<file path="config.mk">
export PLATFORM = sky130hd
export DESIGN_NAME = data_sync_rx
export DESIGN_NICKNAME = d
export VERILOG_FILES = /design/src/rtl/data_sync_rx.sv
export SDC_FILE = /design/constraint.sdc
export NUM_CORES = 1
export LEC_CHECK = 0
export ABC_AREA = 1
export BUFFER_PORTS_ARGS = -buffer_cell sky130_fd_sc_hd__buf_2
export CORE_AREA = 2 2 39 41
export DETAILED_ROUTE_END_ITERATION = 8
export DIE_AREA = 0 0 41 43
export HOLD_SLACK_MARGIN = 0.08
export PLACE_DENSITY_LB_ADDON = 0.05
export SKIP_CTS_REPAIR_TIMING = 1
export SKIP_LAST_GASP = 1
export SLEW_MARGIN = 5
export SYNTH_ARGS = -nofsm -noshare
export SYNTH_HDL_FRONTEND = slang
export SYNTH_SLANG_ARGS = --single-unit
</file>
<file path="constraint.sdc">
create_clock -name CLK -period 0.8 [get_ports CLK]
set_input_delay 0.16 -clock CLK [delete_from_list [all_inputs] [get_ports CLK]]
set_output_delay 0.16 -clock CLK [all_outputs]
set_load 0.03 [all_outputs]
</file>
<file path="src/rtl/data_sync_rx.sv">
// Destination-side receiver for a four-phase bus handshake: synchronises BUS_EN,
// captures UNSYNC_BUS once per enable high phase, and returns a level ACK.
module data_sync_rx #(
  parameter int NUM_STAGES = 2,
  parameter int BUS_WIDTH  = 8
) (
  input  logic                 CLK,
  input  logic                 RST,
  input  logic [BUS_WIDTH-1:0] UNSYNC_BUS,
  input  logic                 BUS_EN,
  output logic [BUS_WIDTH-1:0] SYNC_BUS,
  output logic                 EN_PULSE,
  output logic                 ACK
);

  typedef enum logic {IDLE = 1'b0, ACKING = 1'b1} state_t;

  logic [NUM_STAGES-1:0] sync_q;
  logic                  sync_en;
  state_t                state_q, state_d;
  logic                  capture;

  // Shift register synchroniser; stage 0 is the only flop seeing the async input.
  always_ff @(posedge CLK or negedge RST) begin
    if (!RST) sync_q <= '0;
    else      sync_q <= {sync_q[NUM_STAGES-2:0], BUS_EN};
  end

  assign sync_en = sync_q[NUM_STAGES-1];

  always_ff @(posedge CLK or negedge RST) begin
    if (!RST) state_q <= IDLE;
    else      state_q <= state_d;
  end

  always_comb begin
    state_d = state_q;
    capture = 1'b0;
    case (state_q)
      IDLE: if (sync_en) begin
        state_d = ACKING;
        capture = 1'b1;
      end
      ACKING: if (!sync_en) state_d = IDLE;
      default: state_d = IDLE;
    endcase
  end

  // ACK mirrors the next state so it rises on capture and falls on the return to IDLE.
  always_ff @(posedge CLK or negedge RST) begin
    if (!RST) begin
      SYNC_BUS <= '0;
      EN_PULSE <= 1'b0;
      ACK      <= 1'b0;
    end else begin
      if (capture) SYNC_BUS <= UNSYNC_BUS;
      EN_PULSE <= capture;
      ACK      <= (state_d == ACKING);
    end
  end

endmodule

</file>
==> results of run 1 <==
==> synthesized netlist by cell type <==
master,count
buf_6,1
inv_4,1
nand2_2,2
nand2_8,1
dfrtp_1,12
nand2_1,14
inv_1,1
nand3_1,8
==> worst max path at each step <==
stage                     cells after the start          end
after floorplan                               4  SYNC_BUS[0]
after global placement                        4  SYNC_BUS[0]
after detailed placement                      4  SYNC_BUS[0]
after CTS                                     1          ACK
after global routing                          1          ACK
final                                         1          ACK
==> sequential cells by signal (all words and copies together), names as in the netlist <==
| signal | count |
|---|---|
| ACK | 1 |
| sync_q | 2 |
| SYNC_BUS | 8 |
| EN_PULSE | 1 |
==> where the power goes <==
group	internal [mW]	switching (mW)
clock	0.193	0.188
sequential	0.669	0.0431
combinational	0.197	0.220
total	1.06	0.451
==> cells by family after synthesis <==
| family | synth area share, % |
|---|---|
| AND/OR/NAND/NOR | 28.0 |
| flip-flops | 67.2 |
| buffers and inverters | 4.76 |
==> routing by layer <==
metal  global-route usage (%)  vias up  share of wire [%]
met3                     3.14        0                6.6
met1                     15.5      159                 44
li1                         -      184                  -
met4                     10.0        0                  0
met5                        0        -                  0
met2                     15.6       14                 49
==> worst register-to-register path, cell delays in order (launching register included) <==
cell,delay [ps]
dfrtp_2,420
buf_4,150
inv_8,80
nand2_8,80
nand2_1,60
nand2_1,50
==> cell type report <==
| type | instances | area (sq um) | share of cell area (%) |
|---|---|---|---|
| multi-input cells | 25 | 125 | 17.4 |
| inverters | 2 | 15.0 | 2.08 |
| flip-flops and latches | 12 | 302 | 41.8 |
| well taps | 16 | 20.0 | 2.78 |
| repair buffers | 27 | 233 | 32.3 |
| clock buffers | 4 | 26.3 | 3.65 |
==> out/summary.txt, run 1 <==
CP max stage delay: 420 ps
Post-Syn Instances: 40
Crit path launch type: flip-flop
Period utilisation layout: 122%
IO Pins: 21
Syn nets: 51
Cells after DPL: 76
First-pass GRT wire length: 1320 um
R2R depth: 5
IO Port Bufs: 20
Root Driver: clkbuf_4
Crit path launch: ACK
#FFs+latches synth: 12
Starting Density: 32.3%
Vias post-DR: 357
Routed length per instance: 10.8 um
WS Path Type: reg -> out
Fin area: 721 sq um
Setup WS post-layout: -179 ps
Die ar.: 1760 sq um
Hold endpoint: SYNC_BUS[0]
Hold path startpoint: UNSYNC_BUS[0]
Router iterations before antenna repair: 4
Final WL: 933 um
Reg-to-reg critical path endpoint: SYNC_BUS[3]
Setup tns final: -2700 ps
Maximum clock insertion buffer count: 2
DRT iter0 DRCs: 4
Dpl cell area: 577 sq um
Slew headroom: 80.8%
Top cell type's share of synthesized area: 67.2%
Most frequent cells in the layout: 14 x nand2_1, 11 x dfrtp_1, 10 x buf_2, 10 x buf_6, 8 x nand3_1
Yosys top cell by area: dfrtp_1
Maximum vdd drop: 1230 uV
Core Util, Final: 52.1%
Mapped cell area: 447 sq um
Skew-Pair Late Insertion Delay: 260 ps
Slowest cell on the critical path: dfrtp_2
CP Buf/Inv Count: 1
FILL cells: 141
Fin. max-slew vios: 0
Slew at the pin closest to its max-slew limit: 288 ps
Initial antenna violation count: 0
Final hold slack: 124 ps
CTS Sinks: 12
Cts bufs inserted: 3
Crit path required time: 640 ps
Critical-path cell list: buf_6
Total GRT Usage: 11.9%
Vias per cell: 4.15
Syn avg cell area: 11.2 sq um
Die H: 43 um
MaxCap Viol Count: 0
Post-synth cell types: 8
Pwr Total: 1.51 mW
Post-layout min period: 979 ps
Worst r2r src: ACK
CP top delay family: flip-flops
Pre-CTS setup slack: -43.1 ps
Reg2reg setup slack: -140 ps
# rows: 14
DP HPWL: 609 um
Finished Layout Cells: 86
Clock H-tree levels: 1
Synth area leaders: dfrtp_1 67%, nand2_1 12%, nand3_1 9.0%
Crit path arrival time: 820 ps
Routed Antenna Nets: 0
Hold depth: 3
Pin count of the biggest net entering global routing: 13
Min-delay worst type: in -> reg
RSZ-0062 raised after global routing: yes
Count of final setup violators: 19
Failing checks: setup timing
Fin Clk Skew: 1.91 ps
Synth warnings: 0
N_diodes: 0
P_leak: 0.384 nW
Final Hold Fails: 0
NumNets Final: 82
Worst setup EP type: output pin
Worst Path Max Fanout: 2
Most common cell after layout, fill and taps aside: nand2_1
Clock-pin slew on the worst setup and hold paths: 70 ps
Max Freq: 1020 MHz
Sequential-to-total area share from yosys stat: 67.2%
Vias in the first global route: 315
P&R area growth vs syn: 61.3%
PwrDens: 2090 nW/um^2
Final RePlAce weighted congestion: 0.642
Width of the die: 41 um
DR DRC count: 0
Share of cells above drive strength 1: 47.1%
Status: complete, but fails checks
CTS tree: done
Core Area: 1380 sq um
Grt ovf: 0
Note: power is estimated with default switching activity, not from simulation.
==> run 2: changes to the inputs <==
- CTS_BUF_LIST: not set -> sky130_fd_sc_hd__clkbuf_8
==> run 2 against run 1 <==
  * The flow still finishes with violations (setup timing)
  * Sequential power up 1%
  * Combinational power up 11%
  * Via count up 7.3%
  * Flip-flop and latch count unchanged
  * Die area unchanged
  * Clock power up 44%
  * Register-to-register slack about the same
==> out/summary.txt, run 2 (synthesized netlist as in run 1, its figures left out) <==
Cts bufs inserted: 3 (unchanged)
Crit path required time: 640 ps (about the same)
PwrDens: 2110 nW/um^2 (was 2090 nW/um^2)
Largest register FFs: 8 (unchanged)
Grt ovf: 0 (unchanged)
Worst setup EP type: output pin (unchanged)
Vias per cell: 4.30 (was 4.15)
P&R area growth vs syn: 83.5% (was 61.3%)
Core Util, Final: 59.2% (was 52.1%)
Clock H-tree levels: 1 (unchanged)
Routed length per instance: 11.8 um (was 10.8 um)
Most frequent cells in the layout: 11 x dfrtp_1, 11 x nand2_1, 11 x buf_6 (was 14 x nand2_1, 11 x dfrtp_1, 10 x buf_2, 10 x buf_6, 8 x nand3_1)
Setup WS post-layout: -168 ps (was -179 ps)
Starting Density: 32.3% (unchanged)
Crit path capture: ACK (unchanged)
Min-delay worst type: in -> reg (unchanged)
Final Hold Fails: 0 (unchanged)
Crit path launch: ACK (unchanged)
Core Area: 1380 sq um (unchanged)
N_diodes: 0 (unchanged)
Max Freq: 1030 MHz (was 1020 MHz)
Pre-CTS setup slack: -43.1 ps (unchanged)
Reg-to-reg critical path endpoint: SYNC_BUS[6] (was SYNC_BUS[3])
Vias in the first global route: 308 (was 315)
Worst r2r src: ACK (unchanged)
Status: complete, but fails checks (unchanged)
Skew-Pair Late Insertion Delay: 230 ps (was 260 ps)
Share of cells above drive strength 1: 58.9% (was 47.1%)
Slew headroom: 81.4% (was 80.8%)
DP HPWL: 609 um (unchanged)
Total GRT Usage: 11.3% (was 11.9%)
Top flop regs: SYNC_BUS x8, sync_q x2 (unchanged)
Period utilisation layout: 121% (was 122%)
Die H: 43 um (unchanged)
Area of the multi-input gates: 168 sq um (was 125 sq um)
Pwr Total: 1.73 mW (was 1.51 mW)
WP depth: 1 (unchanged)
Maximum clock insertion buffer count: 2 (unchanged)
Router iterations before antenna repair: 4 (unchanged)
DRT iter0 DRCs: 4 (unchanged)
Die ar.: 1760 sq um (unchanged)
Pin count of the biggest net entering global routing: 13 (unchanged)
Final RePlAce weighted congestion: 0.642 (unchanged)
IO Pins: 21 (unchanged)
R2R depth: 5 (unchanged)
MaxCap Viol Count: 0 (unchanged)
Largest Register: SYNC_BUS (unchanged)
Root Driver: clkbuf_8 (was clkbuf_4)
Initial antenna violation count: 0 (unchanged)
P_leak: 0.419 nW (was 0.384 nW)
Maximum vdd drop: 892 uV (was 1230 uV)
FILL cells: 124 (was 141)
Post-layout min period: 968 ps (was 979 ps)
NumNets Final: 85 (was 82)
Crit path launch type: flip-flop (unchanged)
Fin. max-slew vios: 0 (unchanged)
Crit path arrival time: 810 ps (was 820 ps)
Count of final setup violators: 19 (unchanged)
Clock-pin slew on the worst setup and hold paths: 50 ps (was 70 ps)
Fin Clk Skew: 2.70 ps (was 1.91 ps)
RSZ-0062 raised after global routing: yes (unchanged)
CTS tree: done (unchanged)
Reg2reg setup slack: -130 ps (was -140 ps)
CP top delay family: flip-flops (unchanged)
Critical-path cell list: buf_6 (unchanged)
Worst Path Max Fanout: 2 (unchanged)
Failing checks: setup timing (unchanged)
First-pass GRT wire length: 1290 um (was 1320 um)
Slowest cell on the critical path: dfrtp_2 (unchanged)
CP max stage delay: 430 ps (was 420 ps)
DR DRC count: 0 (unchanged)
IO Port Bufs: 20 (unchanged)
Vias post-DR: 383 (was 357)
# rows: 14 (unchanged)
Slew at the pin closest to its max-slew limit: 279 ps (was 288 ps)
Hold path startpoint: UNSYNC_BUS[0] (unchanged)
Total area of sequential cells: 302 sq um (unchanged)
Final hold slack: 156 ps (was 124 ps)
CTS Sinks: 12 (unchanged)
Routed Antenna Nets: 0 (unchanged)
Final WL: 1050 um (was 933 um)
CP Buf/Inv Count: 1 (unchanged)
Width of the die: 41 um (unchanged)
WS Path Type: reg -> out (unchanged)
-- run 2: worst min-delay path by stage --
stage,endpoint,cells after the start
6_report,SYNC_BUS[0],3
5_1_grt,SYNC_BUS[4],3
4_1_cts,EN_PULSE,1
3_5_place_dp,EN_PULSE,1
3_3_place_gp,SYNC_BUS[4],1
2_1_floorplan,ACK,0
-- run 2: cell type report --
cell class,instances,share of cell area (%)
inverter,2,2.44
multi-input combinational,26,20.5
timing repair buffer,28,31.3
clock inverter,1,0.458
sequential,12,36.8
timing repair inverter,1,1.07
tap,16,2.44
clock buffer,3,5.04
-- run 2: power by group --
part	internal, mW	switching (mW)
combinational	0.220	0.242
clock	0.337	0.209
sequential	0.671	0.0481
-- run 2: layer usage --
layer,routed length (um),track usage (%),share of wire (%)
met1,464,16.2,44
met2,514,15.0,49
met3,67,3.14,6.4
met4,0,6.00,0
met5,0,0,0
-- run 2: metrics by stage --
stage,instances,setup TNS (ps),instance area [sq um]
3_3_place_gp,76,-167,577
3_5_place_dp,76,-311,577
4_1_cts,80,-1950,622
5_1_grt,89,-2800,820
2_1_floorplan,40,-700,448
6_report,89,-2190,820
==> run 3: changes to the inputs <==
- BUFFER_PORTS_ARGS: -buffer_cell sky130_fd_sc_hd__buf_2 -> not set
- DONT_BUFFER_PORTS: not set -> 1
- RECOVER_POWER: not set -> 25
- clock period: 0.8 -> 1.1 ns (I/O delays scaled with it)
==> run 3 against run 2 <==
  * The flow now finishes without violations
  * Worst hold slack lost 27 ps
  * First-iteration DRC count decreased by 75%
  * Non-clock buffer count is 24 lower
  * Flip-flop and latch count unchanged
  * Via count decreased by 23%
  * Critical path depth unchanged
  * Core utilization is 21 points lower
  * Worst setup slack better by 240 ps
  * Critical endpoint unchanged
  * Highest routed layer unchanged
==> out/summary.txt, run 3 (synthesized netlist as in run 1, its figures left out) <==
Router iterations before antenna repair: 3 (was 4)
Core Area: 1380 sq um (unchanged)
Skew-Pair Late Insertion Delay: 230 ps (about the same)
CP Buf/Inv Count: 1 (unchanged)
First-pass GRT wire length: 1230 um (was 1290 um)
Largest register FFs: 8 (unchanged)
# rows: 14 (unchanged)
Crit path launch type: flip-flop (unchanged)
Max Freq: 968 MHz
Setup WS post-layout: 66.9 ps (was -168 ps)
Crit path required time: 880 ps (was 640 ps)
Worst Path Max Fanout: 2 (unchanged)
N_diodes: 0 (unchanged)
Total GRT Usage: 10.7% (was 11.3%)
NumNets Final: 59 (was 85)
Root Driver: clkbuf_8 (unchanged)
Initial antenna violation count: 0 (unchanged)
Grt ovf: 0 (unchanged)
Pin count of the biggest net entering global routing: 13 (unchanged)
CP top delay family: flip-flops (unchanged)
Pre-CTS setup slack: 253 ps (was -43.1 ps)
Width of the die: 41 um (unchanged)
PwrDens: 2010 nW/um^2 (was 2110 nW/um^2)
Slew headroom: 65.2% (was 81.4%)
Slowest cell on the critical path: dfrtp_1 (was dfrtp_2)
Min-delay worst type: in -> reg (unchanged)
Cts bufs inserted: 3 (unchanged)
Most common cell after layout, fill and taps aside: nand2_1
Top flop regs: SYNC_BUS x8, sync_q x2 (unchanged)
MaxCap Viol Count: 0 (unchanged)
Maximum clock insertion buffer count: 2 (unchanged)
Slew at the pin closest to its max-slew limit: 521 ps (was 279 ps)
IO Pins: 21 (unchanged)
P&R area growth vs syn: 18.8% (was 83.5%)
Starting Density: 32.3% (unchanged)
Largest Register: SYNC_BUS (unchanged)
Die H: 43 um (unchanged)
Share of cells above drive strength 1: 19.6% (was 58.9%)
IO Port Bufs: 0 (was 20)
RSZ-0062 raised after global routing: no (was yes)
Vias per cell: 4.74 (was 4.30)
Routed length per instance: 13.1 um (was 11.8 um)
Post-layout min period: 1030 ps
Setup tns final: 0 ps (was -2190 ps)
Maximum vdd drop: 882 uV (was 892 uV)
Final WL: 813 um (was 1050 um)
DRT iter0 DRCs: 1 (was 4)
Most frequent cells in the layout: 14 x nand2_1, 12 x dfrtp_1, 8 x nand3_1 (was 11 x dfrtp_1, 11 x nand2_1, 11 x buf_6)
Crit path arrival time: 810 ps (about the same)
Period utilisation layout: 93.9%
Final RePlAce weighted congestion: 0.572 (was 0.642)
FILL cells: 138 (was 124)
CP max stage delay: 400 ps (was 430 ps)
Status: completed (was complete, but fails checks)
WS Path Type: reg -> out (unchanged)
Die ar.: 1760 sq um (unchanged)
Worst setup EP type: output pin (unchanged)
Clock H-tree levels: 1 (unchanged)
CTS Sinks: 12 (unchanged)
DR DRC count: 0 (unchanged)
Final Hold Fails: 0 (unchanged)
Critical-path cell list: buf_4 (was buf_6)
Clock-pin slew on the worst setup and hold paths: 50 ps (about the same)
Vias in the first global route: 307 (was 308)
Routed Antenna Nets: 0 (unchanged)
Vias post-DR: 294 (was 383)
Fin Clk Skew: 0.734 ps (was 2.70 ps)
CTS tree: done (unchanged)
Count of final setup violators: 0 (was 19)
Fin. max-slew vios: 0 (unchanged)
P_leak: 0.273 nW (was 0.419 nW)
-- run 3: changes by cell type in the layout (fill, tap and decap cells not counted), sizes merged --
cell    before  now
buf         26    2
clkinv       1    0
nand2       18   17
inv          3    2
-- run 3: final timing paths --
kind	startpoint	to	slack, ps	depth (start not counted)
worst max-delay path	ACK	ACK	70	1
worst min-delay path	UNSYNC_BUS[0]	SYNC_BUS[0]	130	2
worst max register to register	sync_q[1]	SYNC_BUS[0]	180	4
worst min register to register	sync_q[0]	sync_q[1]	350	0
max in group asynchronous	RST	sync_q[0]	350	1
min in group asynchronous	RST	SYNC_BUS[7]	400	1
-- run 3: routing by layer --
metal	part of all wire (%)	vias up	global-route usage [%]
li1	-	137	-
met1	43	143	12.7
met2	50	14	15.3
met3	7.0	0	3.14
met4	0	0	8.00
met5	0	-	0
-- run 3: per-stage QoR --
| stage | hold WS (ps) | total power [mW] | cells | utilization, % | cell area [sq um] |
|---|---|---|---|---|---|
| 3_5_place_dp | -75.3 | 0.684 | 57 | 34.9 | 483 |
| 4_1_cts | -325 | 1.07 | 60 | 37.9 | 524 |
| 2_1_floorplan | -75.6 | 0.658 | 40 | - | 447 |
| 3_3_place_gp | -75.3 | 0.681 | 57 | 34.9 | 483 |
| 5_1_grt | 135 | 1.12 | 62 | 38.3 | 531 |
| 6_report | 129 | 1.06 | 62 | 38.3 | 531 |
-- run 3: final cells by class --
| type | count | area [sq um] | share of cell area (%) |
|---|---|---|---|
| clock buffers | 3 | 41.3 | 7.78 |
| inverters | 2 | 10.0 | 1.89 |
| multi-input cells | 25 | 111 | 21.0 |
| flip-flops and latches | 12 | 300 | 56.6 |
| well taps | 16 | 20.0 | 3.77 |
| repair buffers | 4 | 47.5 | 8.96 |
-- run 3: power breakdown --
group / switching, mW / internal, mW / leakage (nW)
registers: 0.115 / 0.486 / 0.146
logic: 0.0459 / 0.0343 / 0.105
clock network: 0.143 / 0.240 / 0.0216
